**config.mk**
```make
export PLATFORM = sky130hd
export DESIGN_NAME = biriscv_fetch_queue_flat
export DESIGN_NICKNAME = d
export VERILOG_FILES = /design/src/rtl/biriscv_fetch_queue_if.sv /design/src/rtl/biriscv_fetch_queue.sv /design/src/flat_wrapper.sv
export SDC_FILE = /design/constraint.sdc
export NUM_CORES = 1
export LEC_CHECK = 0
export ABC_CLOCK_PERIOD_IN_PS = 1700
export CAP_MARGIN = 20
export CORE_MARGIN = 1
export CORE_UTILIZATION = 35
export CTS_CLUSTER_SIZE = 8
export DETAILED_ROUTE_END_ITERATION = 8
export DONT_BUFFER_PORTS = 1
export GPL_TIMING_DRIVEN = 0
export PLACE_DENSITY = 0.49
export SLEW_MARGIN = 40
export SYNTH_ARGS = -nofsm -noshare
export SYNTH_HDL_FRONTEND = slang
export SYNTH_SLANG_ARGS = --single-unit
export TNS_END_PERCENT = 10
```
**constraint.sdc**
```tcl
create_clock -name clk_i -period 1.7 [get_ports clk_i]
set_input_delay 0.255 -clock clk_i [delete_from_list [all_inputs] [get_ports clk_i]]
set_output_delay 0.255 -clock clk_i [all_outputs]
set_load 0.02 [all_outputs]
```
**src/rtl/biriscv_fetch_queue_if.sv**
```systemverilog
// Fetch-queue bus: fetch-side packet push, decoder-side lane pops, flush and occupancy.
// The queue instance uses the slave modport; the fetch/decode side uses master.
interface biriscv_fetch_queue_if #(
    parameter int unsigned LANES  = 2,
    parameter int unsigned DEPTH  = 2,
    parameter int unsigned INFO_W = 2
);
    localparam int unsigned LW = $clog2(DEPTH) + 1;

    logic                    flush_i;
    logic                    push_i;
    logic                    accept_o;
    logic [31:0]             pc_in_i;
    logic [LANES-1:0]        pred_in_i;
    logic [32*LANES-1:0]     data_in_i;
    logic [INFO_W*LANES-1:0] info_in_i;
    logic [LANES-1:0]        valid_o;
    logic [32*LANES-1:0]     pc_o;
    logic [32*LANES-1:0]     data_o;
    logic [INFO_W*LANES-1:0] info_o;
    logic [LANES-1:0]        pop_i;
    logic [LW-1:0]           level_o;

    modport master (
        output flush_i, push_i, pc_in_i, pred_in_i, data_in_i, info_in_i, pop_i,
        input  accept_o, valid_o, pc_o, data_o, info_o, level_o
    );

    modport slave (
        input  flush_i, push_i, pc_in_i, pred_in_i, data_in_i, info_in_i, pop_i,
        output accept_o, valid_o, pc_o, data_o, info_o, level_o
    );
endinterface

```
**src/rtl/biriscv_fetch_queue.sv**
```systemverilog
// Fetch-packet queue: DEPTH slots of LANES instructions, lanes retire independently.
// Optional feature: define BIRISCV_FETCH_QUEUE_BYPASS_EN to present an incoming
// packet at the head of an empty queue in the same cycle.
module biriscv_fetch_queue #(
    parameter int unsigned LANES  = 2,
    parameter int unsigned DEPTH  = 2,
    parameter int unsigned INFO_W = 2
) (
    input  logic                clk_i,
    input  logic                rst_ni,
    biriscv_fetch_queue_if.slave q
);
    localparam int unsigned PW   = $clog2(DEPTH);
    localparam int unsigned LW   = PW + 1;
    localparam int unsigned DW   = 32 * LANES;
    localparam int unsigned IW   = INFO_W * LANES;
    localparam int unsigned PKTB = 4 * LANES;

    logic [31:0]      pc_q   [DEPTH];
    logic [DW-1:0]    data_q [DEPTH];
    logic [IW-1:0]    info_q [DEPTH];
    logic [LANES-1:0] mask_q [DEPTH];
    logic [PW-1:0]    rd_ptr_q;
    logic [PW-1:0]    wr_ptr_q;
    logic [LW-1:0]    count_q;

    logic             empty;
    logic             full;
    logic             bypass;
    logic             retire;
    logic             do_write;
    logic [LANES-1:0] push_mask;
    logic [LANES-1:0] head_mask;
    logic [LANES-1:0] valid_c;
    logic [LANES-1:0] pop_w;
    logic [LANES-1:0] wr_mask;
    logic [31:0]      head_pc;
    logic [31:0]      start_lane;
    logic             blocked;

    assign empty     = (count_q == LW'(0));
    assign full      = (count_q == LW'(DEPTH));
    assign head_mask = mask_q[rd_ptr_q];

`ifdef BIRISCV_FETCH_QUEUE_BYPASS_EN
    assign bypass = empty && q.push_i && !q.flush_i;
`else
    assign bypass = 1'b0;
`endif

    // Lanes from the start lane up to and including the first predicted-taken lane
    always_comb begin
        push_mask  = '0;
        blocked    = 1'b0;
        start_lane = (q.pc_in_i >> 2) & 32'(LANES - 1);
        for (int k = 0; k < LANES; k++) begin
            if (32'(k) >= start_lane && !blocked) begin
                push_mask[k] = 1'b1;
                if (q.pred_in_i[k]) begin
                    blocked = 1'b1;
                end
            end
        end
    end

    // Head selection: stored head packet, or the incoming packet when bypassing
    always_comb begin
        valid_c = '0;
        head_pc = pc_q[rd_ptr_q];
        q.data_o = data_q[rd_ptr_q];
        q.info_o = info_q[rd_ptr_q];
        if (bypass) begin
            valid_c  = push_mask;
            head_pc  = q.pc_in_i;
            q.data_o = q.data_in_i;
            q.info_o = q.info_in_i;
        end else if (!empty) begin
            valid_c = head_mask;
        end
        for (int k = 0; k < LANES; k++) begin
            q.pc_o[32*k +: 32] = (head_pc & ~32'(PKTB - 1)) | 32'(4 * k);
        end
    end

    assign q.valid_o  = valid_c;
    assign q.accept_o = !full;
    assign q.level_o  = count_q;

    assign pop_w    = q.pop_i & valid_c;
    assign retire   = !empty && ((head_mask & ~pop_w) == '0);
    assign wr_mask  = bypass ? (push_mask & ~pop_w) : push_mask;
    assign do_write = q.push_i && !full && (wr_mask != '0);

    // Slot storage, pointers and occupancy
    always_ff @(posedge clk_i or negedge rst_ni) begin
        if (!rst_ni) begin
            rd_ptr_q <= '0;
            wr_ptr_q <= '0;
            count_q  <= '0;
            for (int i = 0; i < DEPTH; i++) begin
                pc_q[i]   <= '0;
                data_q[i] <= '0;
                info_q[i] <= '0;
                mask_q[i] <= '0;
            end
        end else if (q.flush_i) begin
            rd_ptr_q <= '0;
            wr_ptr_q <= '0;
            count_q  <= '0;
            for (int i = 0; i < DEPTH; i++) begin
                mask_q[i] <= '0;
            end
        end else begin
            if (!empty) begin
                mask_q[rd_ptr_q] <= head_mask & ~pop_w;
            end
            if (retire) begin
                rd_ptr_q <= rd_ptr_q + PW'(1);
            end
            if (do_write) begin
                pc_q[wr_ptr_q]   <= q.pc_in_i;
                data_q[wr_ptr_q] <= q.data_in_i;
                info_q[wr_ptr_q] <= q.info_in_i;
                mask_q[wr_ptr_q] <= wr_mask;
                wr_ptr_q         <= wr_ptr_q + PW'(1);
            end
            if (do_write && !retire) begin
                count_q <= count_q + LW'(1);
            end else if (retire && !do_write) begin
                count_q <= count_q - LW'(1);
            end
        end
    end
endmodule

```
**src/flat_wrapper.sv**
```systemverilog
// flat-port wrapper written by rule: the top's interface ports become plain ports
module biriscv_fetch_queue_flat 
#(
    parameter int unsigned LANES  = 2,
    parameter int unsigned DEPTH  = 2,
    parameter int unsigned INFO_W = 2
)
  (clk_i, rst_ni, q_flush_i, q_push_i, q_pc_in_i, q_pred_in_i, q_data_in_i, q_info_in_i, q_pop_i, q_accept_o, q_valid_o, q_pc_o, q_data_o, q_info_o, q_level_o);
  biriscv_fetch_queue_if #(.LANES(LANES), .DEPTH(DEPTH), .INFO_W(INFO_W)) q_i ();
  input  logic clk_i;
  input  logic rst_ni;
  input wire logic [$bits(q_i.flush_i)-1:0] q_flush_i;
  input wire logic [$bits(q_i.push_i)-1:0] q_push_i;
  input wire logic [$bits(q_i.pc_in_i)-1:0] q_pc_in_i;
  input wire logic [$bits(q_i.pred_in_i)-1:0] q_pred_in_i;
  input wire logic [$bits(q_i.data_in_i)-1:0] q_data_in_i;
  input wire logic [$bits(q_i.info_in_i)-1:0] q_info_in_i;
  input wire logic [$bits(q_i.pop_i)-1:0] q_pop_i;
  output wire logic [$bits(q_i.accept_o)-1:0] q_accept_o;
  output wire logic [$bits(q_i.valid_o)-1:0] q_valid_o;
  output wire logic [$bits(q_i.pc_o)-1:0] q_pc_o;
  output wire logic [$bits(q_i.data_o)-1:0] q_data_o;
  output wire logic [$bits(q_i.info_o)-1:0] q_info_o;
  output wire logic [$bits(q_i.level_o)-1:0] q_level_o;
  assign q_i.flush_i = q_flush_i;
  assign q_i.push_i = q_push_i;
  assign q_i.pc_in_i = q_pc_in_i;
  assign q_i.pred_in_i = q_pred_in_i;
  assign q_i.data_in_i = q_data_in_i;
  assign q_i.info_in_i = q_info_in_i;
  assign q_i.pop_i = q_pop_i;
  assign q_accept_o = q_i.accept_o;
  assign q_valid_o = q_i.valid_o;
  assign q_pc_o = q_i.pc_o;
  assign q_data_o = q_i.data_o;
  assign q_info_o = q_i.info_o;
  assign q_level_o = q_i.level_o;
  biriscv_fetch_queue #(.LANES(LANES), .DEPTH(DEPTH), .INFO_W(INFO_W)) u_core (.clk_i(clk_i), .rst_ni(rst_ni), .q(q_i));
endmodule
```
=== Word level (Yosys, flattened, before mapping) ===
Index checks and enable logic that the tools add are counted.

* Bits in registers: 208
* Input port bits: 108
* Logic and storage cells: 91

* Add/subtract/negate cells: 4
* Order comparisons: 6
* Equal/unequal tests: 1
* Mux-type cells: 43
* Bitwise logic cells: 6
* Reductions and logical operators: 20

{| class="wikitable"
|+ Operator list
! cell !! count
|-
| 2-to-1 mux 64 bit || 4
|-
| bitwise mux 128 bit || 1
|-
| 2-to-1 mux 32 bit || 4
|-
| bitwise mux 64 bit || 1
|-
| demux 64 bit (select 1 bit) || 1
|-
| demux 32 bit (select 1 bit) || 1
|-
| 2-to-1 mux 4 bit || 8
|-
| 2-to-1 mux 2 bit || 9
|-
| bitwise mux 4 bit || 2
|-
| bitwise mux 8 bit || 1
|-
| logical AND 1 bit || 8
|-
| 2-to-1 mux 1 bit || 8
|-
| nonzero test 2 bit || 3
|-
| logical NOT 1 bit || 5
|-
| AND 2 bit || 2
|-
| demux 2 bit (select 1 bit) || 2
|-
| demux 4 bit (select 1 bit) || 1
|-
| >= comparator 2 bit (second input constant) || 2
|-
| logical NOT 2 bit || 2
|-
| < comparator 2 x 1 -> 1 bit (second input constant) || 2
|-
| inverter 1 -> 2 bit || 2
|-
| nonzero test 3 bit || 1
|-
| adder 1 bit (second input constant) || 2
|-
| adder 2 x 1 -> 2 bit (second input constant) || 1
|-
| 6 further kinds || 7
|}

=== Depth between registers and ports, before layout ===
Gate-level depths: netlist (run 1).

* Word-level depth: 14
* Mapped depth: 8

=== Worst setup path before layout (run 1) ===
OpenSTA, ideal clock, no wires.

* Path kind: register -> register
* Start: register u_core.count_q[0], in the netlist u_core.q.level_o[0]
* End: register u_core.data_q[100] (netlist name)
* Setup time: 0.127 ns
* Arrival time: 1.814 ns
* Slack: -0.241 ns
* Stages on the path, launching flop included: 8
* Buffers on the path: 3
* Clock period less this slack: 1.941 ns
* Cells stage by stage: dfrtp_1 -> nand2b_1 -> buf_2 -> nand2_2 -> nor3_4 -> buf_4 -> buf_6 -> mux2_1

* Cells in the longest elaborated chain, start to end: 5

{| class="wikitable"
|+ Ends and longest elaborated chain
! element !! RTL line !! text
|-
| from (decl) || biriscv_fetch_queue.sv:25 || <nowiki>logic [LW-1:0] count_q;</nowiki>
|-
| from (signal assigned) || biriscv_fetch_queue.sv:128 || <nowiki>count_q <= count_q + LW'(1);</nowiki>
|-
| from (signal assigned) || biriscv_fetch_queue.sv:130 || <nowiki>count_q <= count_q - LW'(1);</nowiki>
|-
| equality test 2 bit || biriscv_fetch_queue.sv:42 || <nowiki>assign full = (count_q == LW'(DEPTH));</nowiki>
|-
| logical NOT 1 bit || n/a ||
|-
| named net q_accept_o || flat_wrapper.sv:19 || <nowiki>output wire logic [$bits(q_i.accept_o)-1:0] q_accept_o;</nowiki>
|-
| logical AND 1 bit (2 in series) || biriscv_fetch_queue.sv:92 || <nowiki>assign do_write = q.push_i && !full && (wr_mask != '0);</nowiki>
|-
| AND reduction 2 bit (no source line) || n/a ||
|-
| to (signal, indexed assignment) || biriscv_fetch_queue.sv:122 || <nowiki>data_q[wr_ptr_q] <= q.data_in_i;</nowiki>
|-
| to (decl) || biriscv_fetch_queue.sv:20 || <nowiki>logic [DW-1:0] data_q [DEPTH];</nowiki>
|}

The timed path passes the listed nets, and every way through them passes these cells.
A chain may end at the register's enable or synchronous reset.

=== Final worst setup path (run 1) ===
* Start: register u_core.rd_ptr_q
* End: output q_pc_o[49]

* Cells in the longest elaborated chain, start to end: 4

{| class="wikitable"
|+ Ends and longest elaborated chain
! element !! RTL line !! text
|-
| from (decl) || biriscv_fetch_queue.sv:23 || <nowiki>logic [PW-1:0] rd_ptr_q;</nowiki>
|-
| from (signal assigned) || biriscv_fetch_queue.sv:118 || <nowiki>rd_ptr_q <= rd_ptr_q + PW'(1);</nowiki>
|-
| inverter 1 -> 2 bit (implied by the code) || biriscv_fetch_queue.sv:69 || <nowiki>head_pc = pc_q[rd_ptr_q];</nowiki>
|-
| 2-to-1 mux 32 bit (implied by the code) (3 in series) || biriscv_fetch_queue.sv:69 ||
|-
| to (decl) || flat_wrapper.sv:21 || <nowiki>output wire logic [$bits(q_i.pc_o)-1:0] q_pc_o;</nowiki>
|}

Every way passes these cells. The select of a mux whose other input is x is not followed.

==> results of run 1 <==
synth_stat cells, drive strengths merged:
| cell | count |
|---|---|
| a31oi | 3 |
| inv | 3 |
| or2 | 1 |
| nand4b | 1 |
| buf | 63 |
| o21ai | 2 |
| o22ai | 1 |
| nand2b | 3 |
| dfrtp | 202 |
| mux2 | 291 |
| xnor2 | 1 |
| mux2i | 2 |
| o311ai | 1 |
| nor2 | 4 |
| nand3 | 3 |
| nand3b | 2 |
| conb | 2 |
| o41ai | 1 |
| nor3 | 1 |
| a32o | 1 |
| nand2 | 6 |
| or3 | 1 |
| a21o | 2 |
| a21oi | 2 |
| nand4 | 2 |
| clkbuf | 8 |
logic make-up after synthesis:
family                    Yosys count  share of synthesized area, %
and+or+nand+nor                    24                         1.533
xor gates and xnor gates            1                       0.09666
DFF                               202                         55.78
other                               2                       0.08287
buffers and inverters              74                         5.164
AOI/OAI and AO/OA                  13                        0.9665
muxes                             293                         36.38
report_power, final:
group          total, mW  internal (mW)  switching, mW
logic               5.34           2.86           2.48
clock network       4.92           2.98           1.94
registers           6.77           6.09          0.677
total               17.0           11.9           5.10
sequential cells by signal, summed over array words and instances, names as in the netlist:
| signal | count |
|---|---|
| u_core.info_q | 8 |
| u_core.rd_ptr_q | 1 |
| u_core.q.level_o | 2 |
| u_core.wr_ptr_q | 1 |
| u_core.data_q | 128 |
| u_core.mask_q | 4 |
| u_core.pc_q | 58 |
layer usage:
metal	part of all wire (%)	GRT usage, %
met5	0	0
met4	2.0	4.758
met3	7.6	5.220
met2	49	28.59
met1	42	21.29
repair_timing:
action / 4_1_cts / 5_1_grt
cloned: 2 / 1
hold endpoints to repair: 400 / 203
setup endpoints to repair: 326 / 326
buffers inserted: 7 / 1
hold buffers: 101 / 2
pin swaps: 3 / 2
gates resized for setup: 170 / 72
per-stage QoR:
| stage | util (%) | setup slack (ns) | power [mW] | std cells |
|---|---|---|---|---|
| 3_5_place_dp | 38.03 | -0.5875 | 11.02 | 943 |
| 2_1_floorplan | - | -0.07206 | 10.28 | 613 |
| 3_3_place_gp | 38.02 | -0.6662 | 10.83 | 943 |
| 6_report | 49.11 | -0.3979 | 17.02 | 1086 |
| 5_1_grt | 49.11 | -0.4634 | 17.87 | 1086 |
| 4_1_cts | 47.88 | -0.4418 | 16.96 | 1084 |
final cells by class:
cell class	count	area, um^2
Buffer	69	884.6
Clock buffer	30	729.5
Clock inverter	2	17.52
Fill cell	2184	12850
Inverter	3	11.26
Multi-Input combinational cell	337	4111
Sequential cell	202	5059
Tap cell	330	412.9
Timing Repair Buffer	113	1176
final timing paths:
path	startpoint	to	cells after the start
worst min register to register	u_core.data_q[7]	u_core.data_q[7]	1
max in group asynchronous	rst_ni	u_core.data_q[83]	0
min in group clk_i	q_push_i	u_core.q.level_o[0]	3
worst max register to register	u_core.q.level_o[0]	u_core.data_q[102]	8
worst min-delay path	rst_ni	u_core.data_q[3]	0
worst max-delay path	u_core.rd_ptr_q	q_pc_o[49]	4
==> flow_summary.toml, run 1 <==
[run_status]
outcome = "finished with violations"
violations = "negative hold slack, negative setup slack"

[floorplanning]
pin_count = 245
start_util_pct = 35.88
core_area_mm2 = 0.02525
fp.dieH_um = 162.9
fp.dieArea_mm2 = 0.02654
die_w_um = 162.9
rows = 58

[clock_tree]
insertion_delay_ns = 0.53
cts_buffer_depth = 3
cts_tree = "built"
clkTransAtPathRegs_ns = 0.05
cts_buffers = 29
clock-root-buffer = "clkbuf_16"
htree_num_levels = 1
cts_sinks = 202

[setup_path]
crit_chain = "clkbuf_16 -> buf_12 -> mux2_4 -> buf_6"
critPathArrivalTime_ns = 1.84
end_kind = "output port"
required_ns = 1.44
worst_path_largest_cell_delay_ns = 0.45
cp-start-kind = "flop"
crit_slowest_cell = "dfrtp_2"
r2r_slack_ns = -0.22
cp_max_fo = 6
crit_type = "flop to output port"
cp_top_family = "buffers and inverters"
critical_path_buf_inv_count = 3

[power]
power.leakage_nw = 5.521
ir_worst_vdd_mv = 0.7601
powerDensity_mw_per_mm2 = 1372

[synth]
ys_ff_latch = 202
syn-mean-instance-area_um2 = 14.88
yosysTopAreaCellShare_pct = 55.78
ys_seq_area_share_pct = 55.78
synth_warnings = 0
synth_area_leaders = "dfrtp_1 (56%), mux2_2 (34%), buf_4 (3.1%)"
synthCells = 609
syn-cell-area_mm2 = 0.009062
synth_top_cell_by_area = "dfrtp_1"
yosysUniqueCellTypes = 30

[routing]
drtIter0Drc = 205
routed_wl_mm = 22.76
wire_per_inst_um = 20.96
vias = 5433
drc = 0
drtPass1Iterations = 4
ant_nets = 0
via_per_inst = 5.003

[sta]
finalSetupViolCount = 323
hold_slack_ns = -0.5740
grt_setup_unrepaired = "yes"
skew_ns = 0.006625
drv_slew = 0
tns_ns = -53.35
fin_ws_ns = -0.3979
fin_crit_sh_pct = 123.4
min_period_ns = 2.098
hold_viol = 202
max_freq_mhz = 476.7

[grt]
grt_pass1_wl_mm = 34.85
grt_start_max_net_pins = 203
grt_pass1_vias = 6099
grt_antenna_before_repair = 0
gr-total-overflow = 0
grt_use_total_pct = 17.11

[placed_design]
place_congestion = 0.7464
port_buffers = 0
dp_hpwl_mm = 14.65
placed_area_mm2 = 0.009603

[finish]
area_delta_synth_final_pct = 36.85
final_common_cell = "dfrtp_1"
final_cell_mix = "dfrtp_1 (199), mux2_2 (149), mux2_4 (142)"
final_net_count = 863
n_antenna_cell = 0
drive_above_1_share_pct = 54.23
final_area_mm2 = 0.01240

[worst_hold_path]
hold_class = "primary input to async pin"

[run]
drv_cap = 0
(Power assumes the default switching activity.)
==> inputs of run 2 (changes only) <==
--- a/config.mk
+++ b/config.mk
@@ -5,7 +5,6 @@
 export SDC_FILE = /design/constraint.sdc
 export NUM_CORES = 1
 export LEC_CHECK = 0
-export ABC_CLOCK_PERIOD_IN_PS = 1700
 export CAP_MARGIN = 20
 export CORE_MARGIN = 1
 export CORE_UTILIZATION = 35
@@ -13,7 +12,7 @@
 export DETAILED_ROUTE_END_ITERATION = 8
 export DONT_BUFFER_PORTS = 1
 export GPL_TIMING_DRIVEN = 0
-export PLACE_DENSITY = 0.49
+export PLACE_DENSITY = 0.47
 export SLEW_MARGIN = 40
 export SYNTH_ARGS = -nofsm -noshare
 export SYNTH_HDL_FRONTEND = slang
==> constraint.sdc (replaced) <==
create_clock -name clk_i -period 2 [get_ports clk_i]
set_input_delay 0.3 -clock clk_i [delete_from_list [all_inputs] [get_ports clk_i]]
set_output_delay 0.3 -clock clk_i [all_outputs]
set_load 0.02 [all_outputs]
==> run 2 against run 1 <==
Effect of this change: the run still ends with negative hold slack, negative setup slack left; flip-flop and latch count stayed put; clock power fell by 15%; largest cell class unchanged; largest power group unchanged; critical endpoint is now q_pc_o[43]; critical path type unchanged; sequential share of layout area increased by 0.60 points; clock skew is 0.0065 ns higher.
==> flow_summary.toml, run 2 (synthesis results as in run 1) <==
[routing]
vias = 5437
wire_per_inst_um = 20.66
routed_wl_mm = 22.65
drc = 0
drtIter0Drc = 171
drtPass1Iterations = 4
ant_nets = 0
via_per_inst = 4.961

[sta]
hold_viol = 202
grt_setup_unrepaired = "yes"
drv_slew = 0
skew_ns = 0.01317
finalSetupViolCount = 97
max_freq_mhz = 469.5
fin_crit_sh_pct = 106.5
fin_ws_ns = -0.1299
min_period_ns = 2.130
hold_slack_ns = -0.5446

[finish]
fillers = 2199
seqCellArea_mm2 = 0.005059
final_net_count = 874
largest_reg_flops = 128
final_cell_mix = "dfrtp_1 (199), mux2_2 (194), dlygate4sd3_1 (101)"
n_antenna_cell = 0
reg_top3 = "u_core.data_q: 128 flops, u_core.pc_q: 58 flops, u_core.info_q: 8 flops"
multi_input_area_mm2 = 0.003860
top_register = "u_core.data_q"
final_common_cell = "dfrtp_1"
final_area_mm2 = 0.01222
drive_above_1_share_pct = 52.61
area_delta_synth_final_pct = 34.88

[setup_path]
crit_type = "flop to output port"
required_ns = 1.70
cp-start-kind = "flop"
critPathArrivalTime_ns = 1.83
cp_max_fo = 8
end_kind = "output port"

[run_status]
violations = "negative hold slack, negative setup slack"
outcome = "finished with violations"

[grt]
grt_pass1_wl_mm = 34.87
grt_use_total_pct = 17.06
grt_pass1_vias = 6169
grt_antenna_before_repair = 0
grt_start_max_net_pins = 203
gr-total-overflow = 0

[floorplanning]
pin_count = 245
die_w_um = 162.9
rows = 58
fp.dieH_um = 162.9
core_area_mm2 = 0.02525
fp.dieArea_mm2 = 0.02654
start_util_pct = 35.88

[placed_design]
port_buffers = 0
placed_area_mm2 = 0.009493
place_congestion = 0.7280
dp_hpwl_mm = 14.59
place_ws_ns = -0.5746

[power]
netSwitchingFraction_pct = 30.13
power.internal_mw = 10.02
switchingPower_mw = 4.320
power.leakage_nw = 5.333
comb_power_share_pct = 30.7
powerDensity_mw_per_mm2 = 1173
ir_worst_vdd_mv = 0.7146
seqPwrFrac_pct = 40.0
p_clk_share_pct = 29.3

[clock_tree]
insertion_delay_ns = 0.54
cts_buffers = 29
clock-root-buffer = "clkbuf_16"
clkTransAtPathRegs_ns = 0.05
cts_sinks = 202
hold_buffers = 101
cts_buffer_depth = 3
cts_tree = "built"
htree_num_levels = 1

[run]
drv_cap = 0

[worst_hold_path]
hold_class = "primary input to async pin"
## run 2: changes by cell type in the layout (fill, tap and decap cells not counted), moves of 3 or more
| cell | delta |
|---|---|
| mux2_4 | -64 |
| mux2_2 | +45 |
| mux2_1 | +19 |
| buf_2 | +7 |
| buf_6 | +7 |
| buf_12 | -6 |
| buf_4 | +3 |
| clkbuf_16 | +3 |
| clkbuf_8 | -3 |
## run 2: worst max-delay path, stage by stage, from the launching register on
cell	delay [ns]
dfrtp_2	0.43
clkbuf_16	0.19
buf_16	0.16
mux2_4	0.35
buf_6	0.15
## run 2: what timing repair did
action                                 CTS  global route
endpoints found under the hold margin  400           202
cloned                                   1             1
setup endpoints to repair              326           272
pin swaps                                1             0
setup buffers                           14             6
gates resized for setup                176            10
## run 2: final cells by class
| type | count | area share, % |
|---|---|---|
| flip-flops and latches | 202 | 41.39 |
| multi-input cells | 337 | 31.58 |
| repair buffers | 123 | 10.45 |
| plain buffers | 70 | 6.940 |
| clock buffers | 29 | 5.937 |
| well taps | 330 | 3.378 |
| clock inverters | 2 | 0.2354 |
| inverters | 3 | 0.09213 |
## run 2: path summary, 6_finish.rpt
check	startpoint	end	slack (ns)	cells after the start
min in group clk_i	q_pop_i[1]	u_core.mask_q[3]	0.03	2
hold / removal	rst_ni	u_core.data_q[6]	-0.54	0
setup / recovery	u_core.rd_ptr_q	q_pc_o[43]	-0.13	4
hold reg to reg	u_core.data_q[114]	u_core.data_q[114]	0.48	1
max in group asynchronous	rst_ni	u_core.pc_q[11]	2.29	0
setup reg to reg	u_core.q.level_o[0]	u_core.data_q[115]	-0.02	8
## run 2: power by group through the flow
stage / Sequential [mW] / Combinational, mW / Clock [mW]
finish: 5.73 / 4.41 / 4.20
global route: 5.86 / 4.67 / 4.53
CTS: 5.72 / 4.39 / 4.36
detailed placement: 5.72 / 3.55 / 0
global placement: 5.64 / 3.49 / 0
floorplan: 5.55 / 3.10 / 0
## run 2: per-layer routing
| metal | routed length [um] | track usage, % | vias up |
|---|---|---|---|
| li1 | - | - | 2416 |
| met1 | 9486 | 21.37 | 2810 |
| met2 | 10870 | 28.32 | 176 |
| met3 | 1786 | 5.449 | 35 |
| met4 | 500 | 4.418 | 0 |
| met5 | 0 | 0 | - |
## run 2: per-stage QoR
| stage | hold WS, ns | power [mW] | instances | setup TNS, ns | utilization [%] |
|---|---|---|---|---|---|
| CTS | -0.5749 | 14.46 | 1089 | -9.906 | 47.87 |
| floorplan | 0.004409 | 8.653 | 613 | 0 | - |
| detailed placement | 0.01080 | 9.274 | 943 | -86.42 | 37.59 |
| global route | -0.5654 | 15.06 | 1096 | -17.62 | 48.40 |
| finish | -0.5446 | 14.34 | 1096 | -7.569 | 48.40 |
| global placement | 0.01041 | 9.130 | 943 | -83.99 | 37.58 |
==> inputs of run 3 (changes only) <==
--- a/config.mk
+++ b/config.mk
@@ -5,7 +5,7 @@
 export SDC_FILE = /design/constraint.sdc
 export NUM_CORES = 1
 export LEC_CHECK = 0
-export CAP_MARGIN = 20
+export CAP_MARGIN = 5
 export CORE_MARGIN = 1
 export CORE_UTILIZATION = 35
 export CTS_CLUSTER_SIZE = 8
@@ -17,4 +17,4 @@
 export SYNTH_ARGS = -nofsm -noshare
 export SYNTH_HDL_FRONTEND = slang
 export SYNTH_SLANG_ARGS = --single-unit
-export TNS_END_PERCENT = 10
+export TNS_END_PERCENT = 50
==> run 3 against run 2 <==
Effect of this change: the flow still finishes with violations (negative hold slack, negative setup slack); combinational power rose by 3%; clock power barely moved; power rose by 1.1%; utilization rose by 1.0 points; sequential share of layout area fell by 0.85 points; non-clock buffer count rose by 9; maximum frequency fell by 0.21%; critical path depth did not move; via count rose by 0.99%; first-iteration DRC count fell by 12%; clock skew fell by 0.00085 ns; critical path type unchanged; critical endpoint unchanged; largest power group unchanged.
==> flow_summary.toml, run 3 (synthesis results as in run 1) <==
[routing]
vias = 5491
wire_per_inst_um = 21.16
routed_wl_mm = 23.39
ant_nets = 0
drtIter0Drc = 151
drtPass1Iterations = 4
drc = 0
via_per_inst = 4.969

[sta]
finalSetupViolCount = 87
worstMarginPinSlew_ns = 0.5066
fin_ws_ns = -0.1344
drv_slew = 0
hold_slack_ns = -0.5433
grt_setup_unrepaired = "yes"
fin_crit_sh_pct = 106.7
tns_ns = -8.804
hold_viol = 202
min_period_ns = 2.134
skew_ns = 0.01232
relSlewSlack_pct = 66.10
max_freq_mhz = 468.5

[finish]
reg_top3 = "u_core.data_q: 128 flops, u_core.pc_q: 58 flops, u_core.info_q: 8 flops"
final_cell_mix = "dfrtp_1 (199), mux2_2 (169), mux2_4 (103)"
final_util_pct = 49.42
n_antenna_cell = 0
drive_above_1_share_pct = 53.03
largest_reg_flops = 128
top_register = "u_core.data_q"
final_common_cell = "dfrtp_1"
final_area_mm2 = 0.01248
area_delta_synth_final_pct = 37.72
final_net_count = 883

[floorplanning]
start_util_pct = 35.88
fp.dieArea_mm2 = 0.02654
rows = 58
core_area_mm2 = 0.02525
fp.dieH_um = 162.9
pin_count = 245
die_w_um = 162.9

[placed_design]
place_ws_ns = -0.5746
port_buffers = 0
place_congestion = 0.7280
dp_hpwl_mm = 14.59
placed_area_mm2 = 0.009493

[power]
powerDensity_mw_per_mm2 = 1161
ir_worst_vdd_mv = 0.7133
power.leakage_nw = 5.503

[clock_tree]
insertion_delay_ns = 0.55
clock-root-buffer = "clkbuf_16"
clkTransAtPathRegs_ns = 0.05
htree_num_levels = 1
cts_buffer_depth = 3
cts_sinks = 202
cts_buffers = 29
hold_buffers = 101
cts_tree = "built"

[worst_hold_path]
hold_class = "primary input to async pin"

[run_status]
outcome = "finished with violations"
violations = "negative hold slack, negative setup slack"

[run]
drv_cap = 0

[setup_path]
required_ns = 1.70
crit_type = "flop to output port"
critPathArrivalTime_ns = 1.83
end_kind = "output port"
cp-start-kind = "flop"
cp_max_fo = 8

[grt]
grt_pass1_wl_mm = 35.49
grt_antenna_before_repair = 0
grt_start_max_net_pins = 203
grt_pass1_vias = 6236
gr-total-overflow = 0
grt_use_total_pct = 17.39
[run 3: cell count changes in the layout (fill, tap and decap cells not counted), moves of 2 or more]
cell,delta
mux2_2,-25
mux2_4,+25
buf_2,-7
buf_4,+7
buf_6,+5
buf_8,+4
buf_16,+2
[run 3: timing repair]
action / in CTS / in global routing
setup buffers: 24 / 4
setup endpoints to repair: 326 / 223
gates cloned: 3 / 3
gates resized for setup: 198 / 43
hold endpoints to repair: 400 / 202
pin swaps: 2 / 2
[run 3: final timing paths]
check	startpoint	end	slack, ns	cells past startpoint
max	u_core.rd_ptr_q	q_pc_o[43]	-0.13	4
max in group asynchronous	rst_ni	u_core.pc_q[5]	2.29	0
max reg2reg	u_core.q.level_o[0]	u_core.pc_q[62]	0.06	8
min in group clk_i	q_pop_i[1]	u_core.mask_q[3]	0.03	2
min reg2reg	u_core.data_q[114]	u_core.data_q[114]	0.48	1
min	rst_ni	u_core.data_q[6]	-0.54	0
[run 3: where the power goes]
group	internal, mW	switching [mW]
Combinational	2.42	2.12
Sequential	5.17	0.566
Clock	2.53	1.67
Total	10.1	4.36
[run 3: metrics by stage]
stage / power (mW) / instances / hold slack (ns)
after floorplan: 8.653 / 613 / 0.004409
after global placement: 9.130 / 943 / 0.01041
after detailed placement: 9.274 / 943 / 0.01080
after CTS: 14.56 / 1100 / -0.5749
after global routing: 15.22 / 1105 / -0.5669
final: 14.49 / 1105 / -0.5433
[run 3: per-layer routing]
metal	global-route usage, %	wire length, um	vias up
met2	28.86	11180	188
met1	21.54	9702	2814
li1	-	-	2442
met3	5.780	1925	47
met4	4.758	583	0
met5	0	0	-
[run 3: area by class of cell]
cell class              instances  area, um^2
inverters                       3       11.26
clock buffers                  29       725.7
plain buffers                  67       834.6
repair buffers                135        1453
flip-flops and latches        202        5059
well taps                     330       412.9
clock inverters                 2       28.78
multi-input cells             337        3956
fillers                      2182       12770
[run 3: critical path, cell delays in order (launching register included)]
cell and delay [ns]:
dfrtp_2 0.43, clkbuf_16 0.19, buf_16 0.16, mux2_4 0.35, buf_6 0.15
